[config.mk]
export PLATFORM = sky130hd
export DESIGN_NAME = line_burst_adaptor
export DESIGN_NICKNAME = d
export VERILOG_FILES = /design/src/rtl/line_burst_adaptor_pkg.sv /design/src/rtl/line_burst_adaptor.sv
export SDC_FILE = /design/constraint.sdc
export NUM_CORES = 1
export LEC_CHECK = 0
export ABC_AREA = 0
export CORE_AREA = 2 2 275 277
export CTS_CLUSTER_SIZE = 40
export DETAILED_ROUTE_END_ITERATION = 8
export DIE_AREA = 0 0 277 279
export HOLD_SLACK_MARGIN = 0.08
export SYNTH_ARGS = -nofsm -noshare
export SYNTH_HDL_FRONTEND = slang
export SYNTH_SLANG_ARGS = --single-unit
[constraint.sdc]
create_clock -name clk -period 7 [get_ports clk]
set_clock_uncertainty 0.05 [all_clocks]
set_input_delay 1.05 -clock clk [delete_from_list [all_inputs] [get_ports clk]]
set_output_delay 1.05 -clock clk [all_outputs]
set_load 0.005 [all_outputs]
[src/rtl/line_burst_adaptor_pkg.sv]
// Shared types for the cache-line to burst-memory adaptor: line/address shapes,
// beat indexing and FSM state encoding.
package adaptor_types;

  localparam int unsigned LINE_BITS  = 256;
  localparam int unsigned BURST_BITS = 64;
  localparam int unsigned ADDR_BITS  = 32;
  localparam int unsigned BEATS      = LINE_BITS / BURST_BITS;

  typedef logic [LINE_BITS-1:0]     line_t;
  typedef logic [ADDR_BITS-1:0]     addr_t;
  typedef logic [BURST_BITS-1:0]    burst_t;
  typedef logic [$clog2(BEATS)-1:0] beat_idx_t;

  // Legacy encodings kept so state values stay identical to the old netlist.
  localparam logic [1:0] ST_IDLE = 2'd0;
  localparam logic [1:0] ST_RD   = 2'd1;
  localparam logic [1:0] ST_WR   = 2'd2;
  localparam logic [1:0] ST_DONE = 2'd3;

  typedef enum logic [1:0] {
    IDLE     = ST_IDLE,
    RD_BURST = ST_RD,
    WR_BURST = ST_WR,
    DONE     = ST_DONE
  } adaptor_state_t;

endpackage

[src/rtl/line_burst_adaptor.sv]
// Turns one cache-line read/write from the arbiter into a BEATS-beat burst on
// the 64-bit physical-memory port, answering with a one-cycle line_resp.
module line_burst_adaptor
  import adaptor_types::*;
#(
  parameter int unsigned LINE_W  = $bits(line_t),
  parameter int unsigned BURST_W = $bits(burst_t),
  parameter int unsigned ADDR_W  = $bits(addr_t)
) (
  input  logic               clk,
  input  logic               rst,
  input  logic [LINE_W-1:0]  line_i,
  output logic [LINE_W-1:0]  line_o,
  input  logic [ADDR_W-1:0]  address_i,
  input  logic               read_i,
  input  logic               write_i,
  output logic               line_resp,
  input  logic [BURST_W-1:0] burst_i,
  output logic [BURST_W-1:0] burst_o,
  output logic [ADDR_W-1:0]  address_o,
  output logic               read_o,
  output logic               write_o,
  input  logic               resp_i
);

  adaptor_state_t      state;
  beat_idx_t           count;
  logic [LINE_W-1:0]   line_q;
  logic [ADDR_W-1:0]   addr_q;
  logic                last_beat;

  assign last_beat = (count == beat_idx_t'(BEATS - 1));

  // line_q doubles as the read assembly buffer and the write staging buffer.
  always_ff @(posedge clk or negedge rst) begin
    if (!rst) begin
      state  <= IDLE;
      count  <= '0;
      line_q <= '0;
      addr_q <= '0;
    end else begin
      case (state)
        IDLE: begin
          count <= '0;
          if (write_i) begin
            line_q <= line_i;
            addr_q <= address_i;
            state  <= WR_BURST;
          end else if (read_i) begin
            addr_q <= address_i;
            state  <= RD_BURST;
          end
        end
        RD_BURST: begin
          if (resp_i) begin
            line_q[BURST_W*count +: BURST_W] <= burst_i;
            count <= count + 1'b1;
            if (last_beat) state <= DONE;
          end
        end
        WR_BURST: begin
          if (resp_i) begin
            count <= count + 1'b1;
            if (last_beat) state <= DONE;
          end
        end
        DONE: begin
          count <= '0;
          state <= IDLE;
        end
        default: state <= IDLE;
      endcase
    end
  end

  assign line_o    = line_q;
  assign read_o    = (state == RD_BURST);
  assign write_o   = (state == WR_BURST);
  assign line_resp = (state == DONE);
  assign address_o = {addr_q[ADDR_W-1:5], 5'b0};
  assign burst_o   = write_o ? line_q[BURST_W*count +: BURST_W] : '0;

endmodule

==> flow_summary.toml, run 1 <==
[cts]
hold_buffers = 0
cts_made_buffers = 39
cts_buffer_depth = 3
postCtsSetupBuffers = 0
cts-root-buf = "clkbuf_16"
post_cts_resized = 0
htree_levels = 2
cts.reportedPaths.clkPinSlew_ps = 60
cts.sinks = 287
cts_tree = "built"
clk_latency_ps = 550

[drt]
post-route-drc-count = 0
via_count = 15000
finalWirelength_um = 81300
drt_first_iter_violations = 923
wl_per_cell_um = 28.0
ant_nets = 0
dr.pass1.iters = 5
avgViaCountPerCell = 5.18

[sta]
final_hold_viol_count = 0
setup_slack_ps = 2160
rsz0062_at_grt = "false"
setup_viol = 0
slew-limit-headroom_pct = 17.1
finalSetupTns_ps = 0
max_freq_mhz = 207
drv_slew = 0
tightest_slew_ps = 1240
finalCritPeriodShare_pct = 69.1
period_needed_ps = 4840

[synth]
syn_area_um2 = 17100
synth_flop_cell = "dfrtp_1"
yosys-top-cells-count = "dfrtp_1, mux2_2, nor2b_1, a41o_1, a32o_1"
synth_top_area_share_pct = 42.0
synth_edf_count = 0
ys_seq_area_share_pct = 42.0
synth-seq-cells = 287
postSynth.asyncResetShare_pct = 100
ys_warn_count = 0
netlist_instances = 1285
syn_avg_cell_area_um2 = 13.3
netlist_top_cells_area = "dfrtp_1, mux2_2, mux4_2"
synth_cell_types = 36
yosysMostFrequentCell = "dfrtp_1"
synth_top_cell_by_area = "dfrtp_1"

[power]
swShare_pct = 38.9
clkPwrFrac_pct = 16.4
p_switching_mw = 4.95
p_total_mw = 12.8
ir_drop_v = 0.000515
p_seq_share_pct = 26.8
comb_power_share_pct = 56.8
p_int_mw = 7.80
power_density_nw_per_um2 = 490
cellLeakagePower_nw = 10.7

[placement]
hpwl_um = 54100
place_worst_setup_slack_ps = 2660
place.gp.congestion = 0.877
io_buffer_count = 701

[global_route]
grt_use_total_pct = 20.3
antenna_found_initial = 11
overflow = 0
grt_pass1_vias = 16000
grt_pass1_wl_um = 117000
grt_max_degree = 143

[setup_path]
critical_path.top_delay_family = "buffers and inverters"
critPathBufInv = 2
path_cells = "buf_4 > mux4_2 > and2_1 > clkdlybuf4s50_1"
path_max_fanout = 37
critical_path_class = "register to primary output"
worstPathArrival_ps = 3740
cp.depth = 4
required_ps = 5900
cpMaxStageDelayCell = "dfrtp_4"
startpoint_type = "register"
cpPeakStageDelay_ps = 990
rr_worst_depth = 6
critPathCaptureType = "primary output"

[min_path]
hp-class = "input port to async pin"

[floorplan]
die_h_um = 279
core_um2 = 74100
dieArea_um2 = 77300
dieWidth_um = 277
rows = 100
io_pins = 712
initial_core_util_pct = 23.1

[layout]
nNetsFinal = 2269
drive_gt1_share_pct = 20.1
area_growth_pct = 52.0
n_fill_cell = 7243
regArea_um2 = 7190
multi_input_area_um2 = 9010

[job]
cap_violations = 0

[outcome]
status = "completed"
-- per-layer routing --
layer | track usage (%) | vias up | wire length, um
met2 | 34.3 | 767 | 39800
met5 | 0 | - | 40
met3 | 4.28 | 154 | 5500
li1 | - | 6304 | -
met1 | 25.5 | 7812 | 33300
met4 | 7.36 | 6 | 2640
-- registers in the layout, indices dropped and copies added (netlist names) --
signal / flops
addr_q: 27
count: 2
line_o: 256
state: 2
-- placed cells by master (no fill, tap or decap), types with 7 or more instances in the layout --
cell             synthesis  layout
a32o_1                 126     126
a41o_1                 128     128
and2_1                  67      66
buf_4                   12      25
clkbuf_1                52       7
clkbuf_16                0      40
clkbuf_8                 0       9
clkdlybuf4s50_1          0     700
clkinv_2                 0       7
dfrtp_1                287     285
inv_1                    7       7
mux2_1                  67      67
mux2_2                 174     174
mux2_4                  40      40
mux4_2                  64      64
nor2b_1                133     128
-- power by group through the flow --
stage          clock (mW)  combinational, mW  sequential (mW)
6_report             2.09               7.25             3.41
5_1_grt              2.22               7.63             3.52
3_5_place_dp            0               7.26             3.42
4_1_cts              2.16               7.30             3.41
3_3_place_gp            0               7.17             3.38
2_1_floorplan           0               3.88             3.10
-- stage by stage --
stage               std cells  util (%)  hold slack, ps  cell area (um^2)
global placement         2831      33.3             441             24700
finish                   2906      35.1             414             26000
floorplan                1289         -             450             17100
global route             2905      35.1             446             26000
CTS                      2902      35.1             414             26000
detailed placement       2831      33.3             448             24700
-- cell families after synthesis --
family          synth area share (%)
other cells                   0.0219
xor+xnor                      0.0512
flops                           42.0
compound gates                  15.6
simple gates                    7.65
fa+ha+maj                      0.658
buf+inv                         5.92
mux                             28.1
-- final timing paths --
path	start	endpoint	slack [ps]
setup / recovery	count[0]	burst_o[55]	2160
hold / removal	rst	addr_q[25]	410
setup reg to reg	count[0]	line_o[189]	3200
hold reg to reg	addr_q[16]	addr_q[16]	460
max in group asynchronous	rst	line_o[31]	4890
min in group clk	addr_q[16]	addr_q[16]	460
-- cell type report --
type | instances | share of cell area (%)
clock buffer | 56 | 4.43
inverter | 8 | 0.125
clock inverter | 15 | 0.678
timing repair buffer | 727 | 27.8
tap | 969 | 4.66
antenna | 4 | 0.0385
multi-input combinational | 840 | 34.6
sequential | 287 | 27.6
Power figures use the tool's default switching activity.
==> run 2, diff against run 1 <==
--- a/config.mk
+++ b/config.mk
@@ -6,10 +6,10 @@
 export NUM_CORES = 1
 export LEC_CHECK = 0
 export ABC_AREA = 0
-export CORE_AREA = 2 2 275 277
+export CORE_AREA = 2 2 273 275
 export CTS_CLUSTER_SIZE = 40
 export DETAILED_ROUTE_END_ITERATION = 8
-export DIE_AREA = 0 0 277 279
+export DIE_AREA = 0 0 275 277
 export HOLD_SLACK_MARGIN = 0.08
 export SYNTH_ARGS = -nofsm -noshare
 export SYNTH_HDL_FRONTEND = slang
==> constraint.sdc (replaced) <==
create_clock -name clk -period 4.2 [get_ports clk]
set_clock_uncertainty 0.05 [all_clocks]
set_input_delay 0.63 -clock clk [delete_from_list [all_inputs] [get_ports clk]]
set_output_delay 0.63 -clock clk [all_outputs]
set_load 0.005 [all_outputs]
==> run 2 against run 1 <==
  * Flip-flop and latch count did not move
  * Hold slack improved by 36 ps
  * Sequential power rose by 62%
==> flow_summary.toml, run 2 (synthesis results as in run 1) <==
[placement]
place_area_um2 = 24900
place.gp.congestion = 0.856
hpwl_um = 54200
io_buffer_count = 701
place_inst = 2842
place_worst_setup_slack_ps = 1090

[floorplan]
dieWidth_um = 275
die_h_um = 277
io_pins = 712
dieArea_um2 = 76200
core_um2 = 73600
initial_core_util_pct = 23.2
rows = 100

[setup_path]
worstPathArrival_ps = 2950
cpPeakStageDelay_ps = 730
critical_path_class = "register to primary output"
critPathBufInv = 2
path_cells = "buf_12 > mux4_2 > and2_1 > clkdlybuf4s50_1"
critical_path.top_delay_family = "buffers and inverters"
critPathCaptureType = "primary output"
cp.depth = 4
path_max_fanout = 30
startpoint_type = "register"
required_ps = 3520
rr_worst_depth = 6
cpMaxStageDelayCell = "dfrtp_4"

[cts]
htree_levels = 2
cts.sinks = 287
cts_buffer_depth = 3
cts-root-buf = "clkbuf_16"
cts_tree = "built"
cts_made_buffers = 39
cts.reportedPaths.clkPinSlew_ps = 60
postCtsSetupBuffers = 0
clk_latency_ps = 560

[global_route]
grt_pass1_vias = 16000
grt_pass1_wl_um = 113000
antenna_found_initial = 10
overflow = 0
grt_use_total_pct = 20.0
grt_max_degree = 92

[sta]
setup_viol = 0
max_freq_mhz = 276
setup_slack_ps = 572
slew-limit-headroom_pct = 26.5
final_hold_viol_count = 0
drv_slew = 0
rsz0062_at_grt = "false"
finalSetupTns_ps = 0
tightest_slew_ps = 1100
finalCritPeriodShare_pct = 86.4
period_needed_ps = 3630

[power]
power_density_nw_per_um2 = 813
p_total_mw = 21.3
cellLeakagePower_nw = 10.8
ir_drop_v = 0.000724

[drt]
post-route-drc-count = 0
routed.top_layer = "met5"
met3WireLength_um = 6360
finalWirelength_um = 79800
drt_first_iter_violations = 941
met1_length_um = 31900
dr.pass1.iters = 5
via_count = 15200
wl_per_cell_um = 27.3
avgViaCountPerCell = 5.19
routed-wl-met2_um = 38200
ant_nets = 0

[layout]
nNetsFinal = 2281
area_growth_pct = 53.4
regArea_um2 = 7190
drive_gt1_share_pct = 20.7
layout_commonest_cell = "clkdlybuf4s50_1"
final_area_um2 = 26200
stdcell_count = 2921
multi_input_area_um2 = 9010
final_cell_mix = "clkdlybuf4s50_1, dfrtp_1, mux2_2, nor2b_1, a41o_1"
largest_reg_flops = 256
n_fill_cell = 7136

[min_path]
whs_path_depth = 1
hp-class = "register to register"

[outcome]
status = "completed"

[job]
cap_violations = 0
-- run 2: cell count changes in the layout (fill, tap and decap cells not counted), sizes merged --
| cell | before | now |
|---|---|---|
| buf | 27 | 38 |
| bufinv | 3 | 2 |
| clkbuf | 56 | 59 |
| clkinv | 10 | 7 |
| clkinvlp | 0 | 1 |
| diode | 4 | 9 |
| dlygate4sd3 | 0 | 1 |
| inv | 10 | 8 |
-- run 2: cell type report --
type / count / area share (%)
multi-input cells: 840 / 34.3
repair buffers: 739 / 28.3
flip-flops and latches: 287 / 27.4
clock buffers: 59 / 4.74
well taps: 969 / 4.62
clock inverters: 10 / 0.405
inverters: 8 / 0.124
diodes: 9 / 0.0858
-- run 2: repair_timing --
| item | CTS | global route |
|---|---|---|
| hold endpoints to repair | 12 | 0 |
| hold buffers | 1 | 0 |
| gates resized for setup | 0 | 0 |
-- run 2: power by group --
group	internal [mW]	switching [mW]	total, mW
sequential	4.20	1.34	5.54
combinational	6.78	5.52	12.3
clock	2.16	1.33	3.49
total	13.1	8.19	21.3
-- run 2: worst register-to-register path, stage by stage (launching register included) --
cell and delay, ps:
dfrtp_1 420, inv_1 160, ha_4 600, inv_4 390
buf_12 360, a32o_1 650, mux2_1 300
-- run 2: stage by stage --
stage / hold WS [ps] / utilization (%)
global placement: 439 / 33.8
finish: 450 / 35.7
global route: 469 / 35.6
detailed placement: 442 / 33.8
floorplan: 284 / -
CTS: 454 / 35.6
-- run 2: final timing paths --
kind,slack (ps),endpoint,startpoint
setup / recovery,570,burst_o[27],count[0]
hold / removal,450,addr_q[20],addr_q[20]
setup reg to reg,1140,line_o[211],state[1]
hold reg to reg,450,addr_q[20],addr_q[20]
max in group asynchronous,2320,line_o[129],rst
min in group asynchronous,640,line_o[99],rst
-- run 2: layer usage --
metal  up-vias  global-route usage (%)
met5         -                       0
met4        10                    8.07
met3       209                    4.63
met2       856                    33.3
met1      7768                    24.9
li1       6319                       -
